--- src/rtl/if_id_latch_pkg.sv ---
// rtl/if_id_latch_pkg.sv - shared IF/ID latch widths, NOP encoding and fetch-beat type
package if_id_latch_pkg;

    localparam int unsigned IF_ID_INSTR_W = 16;
    localparam int unsigned IF_ID_PC_W    = 16;
    localparam int unsigned IF_ID_CNT_W   = 16;

    localparam logic [IF_ID_INSTR_W-1:0] IF_ID_NOP_INSTR = 16'h0000;

    // Default-width fetch beat; latches with other widths declare their own.
    typedef struct packed {
        logic [IF_ID_INSTR_W-1:0] instr;
        logic [IF_ID_PC_W-1:0]    pc;
    } fetch_beat_t;

endpackage

--- src/rtl/if_id_latch_sat_counter.sv ---
// rtl/if_id_latch_sat_counter.sv - saturating up-counter with synchronous clear
// Ports: clk, clear (sync, wins over inc), inc, count[CNT_W-1:0] (holds at all-ones)
module sat_counter #(
    parameter int unsigned CNT_W = 16
) (
    input  logic             clk,
    input  logic             clear,
    input  logic             inc,
    output logic [CNT_W-1:0] count
);

    always_ff @(posedge clk) begin
        if (clear) begin
            count <= '0;
        end else if (inc && (count != {CNT_W{1'b1}})) begin
            count <= count + 1'b1;
        end
    end

endmodule

--- src/rtl/if_id_latch.sv ---
// rtl/if_id_latch.sv - IF->ID pipeline register with handshake, flush and stall counter
// Ports: clk, rst (sync, active-high); in_valid/in_ready/instruction/PC from fetch;
//        flush; out_valid/out_ready/instr_out/PC_out to decode; stall_cnt.
// Build option: IF_ID_LATCH_SKID_EN adds a 1-entry skid so in_ready is registered.
module if_id_latch
    import if_id_latch_pkg::*;
#(
    parameter int unsigned         INSTR_W   = IF_ID_INSTR_W,
    parameter int unsigned         PC_W      = IF_ID_PC_W,
    parameter logic [INSTR_W-1:0]  NOP_INSTR = INSTR_W'(IF_ID_NOP_INSTR),
    parameter int unsigned         CNT_W     = IF_ID_CNT_W
) (
    input  logic               clk,
    input  logic               rst,
    input  logic               in_valid,
    output logic               in_ready,
    input  logic [INSTR_W-1:0] instruction,
    input  logic [PC_W-1:0]    PC,
    input  logic               flush,
    output logic               out_valid,
    input  logic               out_ready,
    output logic [INSTR_W-1:0] instr_out,
    output logic [PC_W-1:0]    PC_out,
    output logic [CNT_W-1:0]   stall_cnt
);

    typedef struct packed {
        logic [INSTR_W-1:0] instr;
        logic [PC_W-1:0]    pc;
    } beat_t;

    beat_t in_beat;
    beat_t src_beat;
    logic  src_valid;
    logic  accept;
    logic  load;

    assign in_beat = '{instr: instruction, pc: PC};
    assign accept  = in_valid && in_ready;
    // Output register may take a new beat when empty or being consumed.
    assign load    = !out_valid || out_ready;

`ifdef IF_ID_LATCH_SKID_EN
    logic  skid_valid;
    beat_t skid_q;

    // Registered ready: only the skid occupancy matters, cutting out_ready->in_ready.
    assign in_ready = !skid_valid;

    always_ff @(posedge clk) begin
        if (rst || flush) begin
            skid_valid <= 1'b0;
        end else if (load) begin
            // Any held skid beat moves to the output now; a full skid blocks accept.
            skid_valid <= 1'b0;
        end else if (accept) begin
            skid_valid <= 1'b1;
            skid_q     <= in_beat;
        end
    end

    always_comb begin
        src_beat  = in_beat;
        src_valid = accept;
        if (skid_valid) begin
            src_beat  = skid_q;
            src_valid = 1'b1;
        end
    end
`else
    assign in_ready = load;

    always_comb begin
        src_beat  = in_beat;
        src_valid = accept;
    end
`endif

    always_ff @(posedge clk) begin
        if (rst) begin
            out_valid <= 1'b0;
            instr_out <= NOP_INSTR;
            PC_out    <= '0;
        end else if (flush) begin
            // PC_out is deliberately left alone; only the instruction becomes a bubble.
            out_valid <= 1'b0;
            instr_out <= NOP_INSTR;
        end else if (load) begin
            if (src_valid) begin
                out_valid <= 1'b1;
                instr_out <= src_beat.instr;
                PC_out    <= src_beat.pc;
            end else begin
                out_valid <= 1'b0;
                instr_out <= NOP_INSTR;
            end
        end
    end

    sat_counter #(
        .CNT_W(CNT_W)
    ) u_stall_cnt (
        .clk  (clk),
        .clear(rst),
        .inc  (out_valid && !out_ready),
        .count(stall_cnt)
    );

endmodule

--- config.mk ---
export PLATFORM = sky130hd
export DESIGN_NAME = if_id_latch
export DESIGN_NICKNAME = d
export VERILOG_FILES = /design/src/rtl/if_id_latch_pkg.sv /design/src/rtl/if_id_latch_sat_counter.sv /design/src/rtl/if_id_latch.sv
export SDC_FILE = /design/constraint.sdc
export NUM_CORES = 1
export LEC_CHECK = 0
export CORE_MARGIN = 5
export CORE_UTILIZATION = 40
export CTS_CLUSTER_DIAMETER = 120
export DETAILED_ROUTE_END_ITERATION = 8
export DONT_BUFFER_PORTS = 1
export GPL_TIMING_DRIVEN = 0
export HOLD_SLACK_MARGIN = 0.12
export PLACE_DENSITY = 0.65
export REMOVE_ABC_BUFFERS = 1
export SETUP_SLACK_MARGIN = 0.5
export SLEW_MARGIN = 40
export SYNTH_ARGS = -nofsm -noshare
export SYNTH_HDL_FRONTEND = slang
export SYNTH_SLANG_ARGS = --single-unit
--- constraint.sdc ---
create_clock -name clk -period 2.75 [get_ports clk]
set_input_delay 0.55 -clock clk [delete_from_list [all_inputs] [get_ports clk]]
set_output_delay 0.55 -clock clk [all_outputs]
set_load 0.01 [all_outputs]
# Yosys cells after proc, flatten, opt, wreduce, memory -nomap -nowiden
# Cells that the tools add are included.
# totals
in_bits	37
regBits	49
# classes
addsub	1
n_bitwise	1
n_reduce_logical	8
mux	2
eq_ne	1
# ops
op	n
$add A16 B1 Y16 const B	1
$mux W16	1
$ne A16 B16 Y1 const B	1
$logic_and A1 B1 Y1	3
$reduce_and A3 Y1	1
$logic_not A1 Y1	2
$reduce_or A2 Y1	1
$logic_or A1 B1 Y1	1
$mux W1	1
$not A1 Y1	1

# Depth between registers and ports, before layout
# Gate-level depths: netlist of the first run.
# depth
ltp_word	4
mapped_depth	6

# By module
# Synthesis of the first run repeated with hierarchy kept, for this count alone.
# hier_totals
hier_cells	246
area_unflattened_um2	2235.9
# modules_own_cells
mod	n_inst	seq_area_each_um2	cells_per_inst	area_each_um2
if_id_latch	1	660.6	147	1387.6
sat_counter	1	320.3	99	848.3

# Worst setup path before layout of the first run
# OpenSTA, ideal clock, no wires.
# synth_path
path_type	register -> register
startpoint	register u_stall_cnt.count[0]
endpoint	register u_stall_cnt.count[5]
t_arrival_ns	1.720
required_time_ns	2.629
setup_time_ns	0.121
synth_period_minus_slack_ns	1.841
setup_slack_ns	0.909
n_path_buf	1
path_stages_with_launch	7
cell_sequence	dfxtp_1 > ha_1 > and2_1 > and3_1 > buf_4 > a311oi_1 > mux2_2
# synth_via
elab_chain_cells	2
elab_cells_between_ends	3
# synth_lines
element	line_no	rtl
start, declared	if_id_latch_sat_counter.sv:9	output logic [CNT_W-1:0] count
start signal, assigned	if_id_latch_sat_counter.sv:16	count <= count + 1'b1;
branches (longest 2 deep; another with $add A16 B1 Y16)	--	
# Several ways; the timed one is not identified.
# A chain may end at the register's enable or synchronous reset.

# Worst setup path after layout of the first run
# layout_path
startpoint	register out_valid
endpoint	output port in_ready
# layout_via
elab_chain_cells	2
# layout_lines
element	line_no	rtl
start, declared	if_id_latch.sv:20	output logic out_valid,
start signal, assigned	if_id_latch.sv:81	out_valid <= 1'b0;
start signal, assigned	if_id_latch.sv:86	out_valid <= 1'b0;
start signal, assigned	if_id_latch.sv:90	out_valid <= 1'b1;
$logic_not A1 Y1	if_id_latch.sv:41	assign load = !out_valid || out_ready;
$logic_or A1 B1 Y1	if_id_latch.sv:41	
end, declared	if_id_latch.sv:16	output logic in_ready,
# No other way between the ends.

==> out/metrics.yaml, run 1 <==
ys_seq_area_frac: 0.480
power_frac_seq: 0.566
placed_cell_area_mm2: 0.00207
power.leakage_uw: 0.000750
drc: 0
ctsResizeCount: 0
setup.worst_path.end_class: "primary output"
internal_power_uw: 1050
critPathLaunch: "out_valid"
syn_inst: 243
dp_cells: 297
pre_cts_slack_ns: 0.458
wl_um: 4760
fin_crit_sh: 0.737
post-dp-hpwl_um: 3160
pwr-share-clk: 0.394
core_mm2: 0.00504
nets: 274
finalNonFillerCells: 307
grt_usage: 0.141
ctsHtreeMaxLevel: 2
cp.required_ns: 2.20
slowest_stage: "dfxtp_1"
setup_viol: 0
num_vias: 1661
fp.dieH_um: 81.5
status: "finished clean"
synth_edf_count: 0
synth_top_area_frac: 0.480
grt_pass1_wl_um: 7380
worst-setup-path-type: "register to primary output"
areaGrowthSynthToFinish_pct: 8.33
yosys.cell_types.count: 43
cap_violations: 0
cts.sinks: 49
avgSynthCellArea_um2: 8.41
via_per_inst: 5.41
ios: 87
crit_arrival_ns: 1.48
stdcell_area_mm2: 0.00221
first_pass_iters: 4
rsz0062_at_grt: "false"
start_util: 0.405
sw_frac_of_total: 0.209
final_common_cell: "nand2_1"
comb_power_share: 0.040
fin_skew_ns: 0.00648
cts_max_path_buffers: 2
layout-drive-gt1-share: 0.0844
switchingPower_uw: 277
slew_violations: 0
period_minus_slack_ns: 2.03
finalSetupTns_ns: 0
holdCritStartpoint: "rst"
synth.area.top_cells: "dfxtp_1 48%, a21oi_1 10%, nand2_1 9.7%, nand3_1 4.4%, mux2_2 2.2%"
holdPathStages: 1
tightest_slew_ns: 0.619
reg2reg_to: "u_stall_cnt.count[5]"
synth-seq-cells: 49
clock.fmax_ghz: 0.494
vdd_drop_max_mv: 0.309
synth_flop_cell: "dfxtp_1"
rrSetupSlack_ns: 0.76
hold_class: "primary input to register"
clock_latency_ns: 0.29
r2r_cells: 5
holdWs_ns: 0.314
clockRootBuffer: "clkbuf_8"
synthArstFlopShare: 0
crit_chain: "nor2b_4 > inv_2"
routedWlPerCell_um: 15.5
grt_max_degree: 39
cts_tree: "done"
worstPathMaxFanout: 19
rr_startpoint: "u_stall_cnt.count[0]"
gr-total-overflow: 0
ys_warn_count: 0
cp-start-kind: "register"
antenna_found_initial: 0
cts-buffers-inserted: 5
gp_congestion: 0.669
first_iter_violations: 87
dieArea_mm2: 0.00664
timing_hold_violations_final: 0
antenna_left: 0
grt_pass1_vias: 1547
power_density_mw_per_mm2: 599
clkTransAtPathRegs_ns: 0.09
num-fill-cells: 498
cp_slowest_stage_delay_ns: 0.49
crit_end: "in_ready"
port_buffers: 0
row_count: 26
fin_ws_ns: 0.724
maxSlewHeadroom: 0.587
n_antenna_cell: 0
die_width_um: 81.5
synth_top_area_cell: "dfxtp_1"
postCtsHoldBufs: 0
layout_common_cells: "53 x nand2_1, 49 x dfxtp_1, 41 x a21oi_1"
netlist_area_mm2: 0.00204
-- worst min-delay path by stage --
stage | slack (ns) | endpoint
floorplan | 0.47 | PC_out[0]
global placement | 0.48 | PC_out[10]
detailed placement | 0.49 | PC_out[15]
CTS | 0.30 | PC_out[6]
global route | 0.29 | PC_out[4]
finish | 0.31 | PC_out[13]
-- through the flow --
| stage | total power (uW) | utilization |
|---|---|---|
| floorplan | 802 | - |
| global placement | 814 | 0.408 |
| detailed placement | 816 | 0.410 |
| CTS | 1340 | 0.433 |
| global route | 1380 | 0.439 |
| finish | 1320 | 0.439 |
-- sequential cells by signal (all words and copies together) (netlist names) --
name               count
u_stall_cnt.count     16
PC_out                16
instr_out             16
out_valid              1
-- logic make-up (layout without fill, tap and decap cells) --
logic type               count (synthesis)  after routing  synth area share
AO/OA/AOI/OAI                           56             56             0.156
adder cells (fa/ha/maj)                  1              1           0.00612
buffers and inverters                   20             13            0.0435
flip-flops                              49             49             0.480
multiplexers                             5              5            0.0269
AND/OR/NAND/NOR                        112            113             0.288
-- metal layers --
metal  vias up  GRT usage  wire [um]
met2        54      0.224       2240
met5         -          0          0
met1       762      0.175       2050
li1        841          -          -
met3         4     0.0614        426
met4         0     0.0355         34
-- timing repair --
item,in CTS,in global routing
buffers inserted,0,1
gates cloned,0,1
pin swaps,1,1
setup endpoints to repair,4,18
-- Yosys cell counts (all sizes together) (3+ instances only) --
cell type	instances
a21oi	41
and4	4
buf	5
clkbuf	11
dfxtp	49
inv	4
mux2	4
nand2	53
nand3	18
nand4	6
nor2	6
nor2b	5
o31ai	4
or3	4
or4	3
-- worst max-delay path: cells and delay by family, from the launching register on --
kind / cells / cell delay (ns)
DFF: 1 / 0.49
and+or+nand+nor: 1 / 0.43
buffers and inverters: 1 / 0.26
-- power by group through the flow --
stage          Clock, uW  Combinational, uW  Sequential [uW]
6_report             522               53.4              750
5_1_grt              568               61.1              753
4_1_cts              538               49.7              750
3_5_place_dp           0               49.5              767
3_3_place_gp           0               47.1              767
2_1_floorplan          0               39.5              762
-- area by class of cell --
class	instances	area, um^2	area share
clock buffers	7	86.3	0.0390
multi-input cells	175	993	0.449
flip-flops and latches	49	981	0.443
clock inverters	1	30.0	0.0136
inverters	4	15.0	0.00678
repair buffers	1	20.0	0.00904
well taps	70	87.6	0.0396
No activity file was read; power rests on OpenSTA's default activity.
==> run 2, diff against run 1 <==
==> constraint.sdc (replaced) <==
create_clock -name clk -period 2 [get_ports clk]
set_input_delay 0.4 -clock clk [delete_from_list [all_inputs] [get_ports clk]]
set_output_delay 0.4 -clock clk [all_outputs]
set_load 0.01 [all_outputs]
==> out/metrics.yaml, run 2 (synthesis gave the netlist of run 1 again) <==
largestRegisters: "PC_out: 16 flops, instr_out: 16 flops, u_stall_cnt.count: 16 flops"
final_common_cell: "nand2_1"
core_mm2: 0.00504  # unchanged
wl_met1_um: 2320  # +13%
tightest_slew_ns: 0.412  # -0.207 ns
num_vias: 1797  # +8.2%
cap_violations: 0  # unchanged
rr_startpoint: "u_stall_cnt.count[0]"
timing_hold_violations_final: 0  # unchanged
period_minus_slack_ns: 1.64
layout_common_cells: "39 x nand2_1, 32 x dfxtp_1, 26 x a21oi_1"
grt_max_degree: 39  # unchanged
clockRootBuffer: "clkbuf_8"
setup_viol: 0  # unchanged
r2r_cells: 5  # unchanged
num-fill-cells: 465  # -6.6%
vdd_drop_max_mv: 0.424  # +37%
cts_max_path_buffers: 2  # unchanged
antenna_left: 0  # unchanged
slew_violations: 0  # unchanged
gr-total-overflow: 0  # unchanged
whs_endpoint: "PC_out[6]"
areaGrowthSynthToFinish_pct: 31.5
clkTransAtPathRegs_ns: 0.09  # about the same
port_buffers: 0  # unchanged
die_width_um: 81.5  # unchanged
top_layer: "met4"
rrSetupSlack_ns: 0.36  # -0.40 ns
holdWs_ns: 0.155  # -0.159 ns
cp-start-kind: "register"
cts.sinks: 49  # unchanged
cp.required_ns: 2.18  # -0.02 ns
maxSlewHeadroom: 0.724  # +0.137
stdcell_area_mm2: 0.00269  # +21%
fp.dieH_um: 81.5  # unchanged
ctsHtreeMaxLevel: 2  # unchanged
first_iter_violations: 114  # +31%
fin_crit_sh: 0.819
multi_input_area_mm2: 0.00122  # +23%
worst-setup-path-type: "register to register"
wl_um: 5440  # +14%
antenna_found_initial: 0  # unchanged
seq_area_mm2: 0.00101  # +3.4%
cts_tree: "done"
grt_pass1_wl_um: 8190  # +11%
dieArea_mm2: 0.00664  # unchanged
layout-drive-gt1-share: 0.381  # +0.297
gp_congestion: 0.669  # unchanged
reg2reg_to: "u_stall_cnt.count[5]"
clock.fmax_ghz: 0.611
fin_skew_ns: 0.00970  # +0.00322 ns
first_pass_iters: 4  # unchanged
start_util: 0.405  # unchanged
via_per_inst: 5.50  # +1.6%
met2_length_um: 2650  # +18%
placed_cell_area_mm2: 0.00207  # unchanged
power.leakage_uw: 0.000962  # +28%
nets: 294  # +7.3%
holdCritStartpoint: "rst"
grt_pass1_vias: 1682  # +8.7%
crit_arrival_ns: 1.82  # +0.34 ns
worstPathMaxFanout: 6  # -13
ios: 87  # unchanged
status: "finished clean"
grt_usage: 0.156  # +0.0155
power_density_mw_per_mm2: 694  # +16%
cts-buffers-inserted: 5  # unchanged
hold_class: "primary input to register"
routedWlPerCell_um: 16.6  # +7.3%
post-dp-hpwl_um: 3160  # unchanged
row_count: 26  # unchanged
wl_met3_um: 405  # -4.9%
setup.worst_path.end_class: "register"
drc: 0  # unchanged
n_antenna_cell: 0  # unchanged
critPathLaunch: "u_stall_cnt.count[0]"
clock_latency_ns: 0.30  # about the same
holdPathStages: 1  # unchanged
rsz0062_at_grt: "true"
-- run 2: worst max path at each step --
stage | endpoint | cells past startpoint | slack, ns
CTS | u_stall_cnt.count[5] | 5 | 0.39
global placement | PC_out[3] | 5 | -0.58
global route | u_stall_cnt.count[6] | 6 | 0.30
detailed placement | PC_out[3] | 5 | -0.26
floorplan | u_stall_cnt.count[0] | 4 | 0.007
finish | u_stall_cnt.count[5] | 5 | 0.36
-- run 2: power breakdown --
group / internal, uW / switching [uW]
logic: 58.9 / 58.0
registers: 995 / 31.4
clock network: 408 / 313
-- run 2: repair_timing --
action,CTS,global route
hold buffers,0,0
setup endpoints to repair,49,27
setup buffers,9,10
gates resized for setup,35,53
pin swaps,12,28
gates cloned,2,1
endpoints found under the hold margin,0,0
-- run 2: per-stage QoR --
step           setup slack (ns)  TNS (ns)  std cells  utilization  power, uW
2_1_floorplan           0.00712         0        227            -       1100
3_3_place_gp             -0.583    -10.87        297        0.408       1120
3_5_place_dp             -0.263     -3.82        297        0.410       1120
4_1_cts                   0.387         0        316        0.474       1850
5_1_grt                   0.304         0        327        0.533       1940
6_report                  0.363         0        327        0.533       1860
-- run 2: worst max-delay path, cell delays in order, from the launching register on --
cell,delay (ns)
dfxtp_4,0.39
ha_4,0.16
and2_4,0.17
and3_4,0.20
a311oi_2,0.26
mux2_2,0.35
-- run 2: area by class of cell --
class                      count  share of cell area
sequential                    49               0.378
inverter                       4             0.00838
tap                           70              0.0326
clock inverter                 1              0.0112
multi-input combinational    176               0.455
timing repair buffer          20              0.0834
clock buffer                   7              0.0321
-- run 2: per-layer routing --
metal	GRT usage	up-vias
met5	0	-
met4	0.0456	0
met3	0.0625	7
met2	0.255	59
met1	0.190	851
li1	-	880
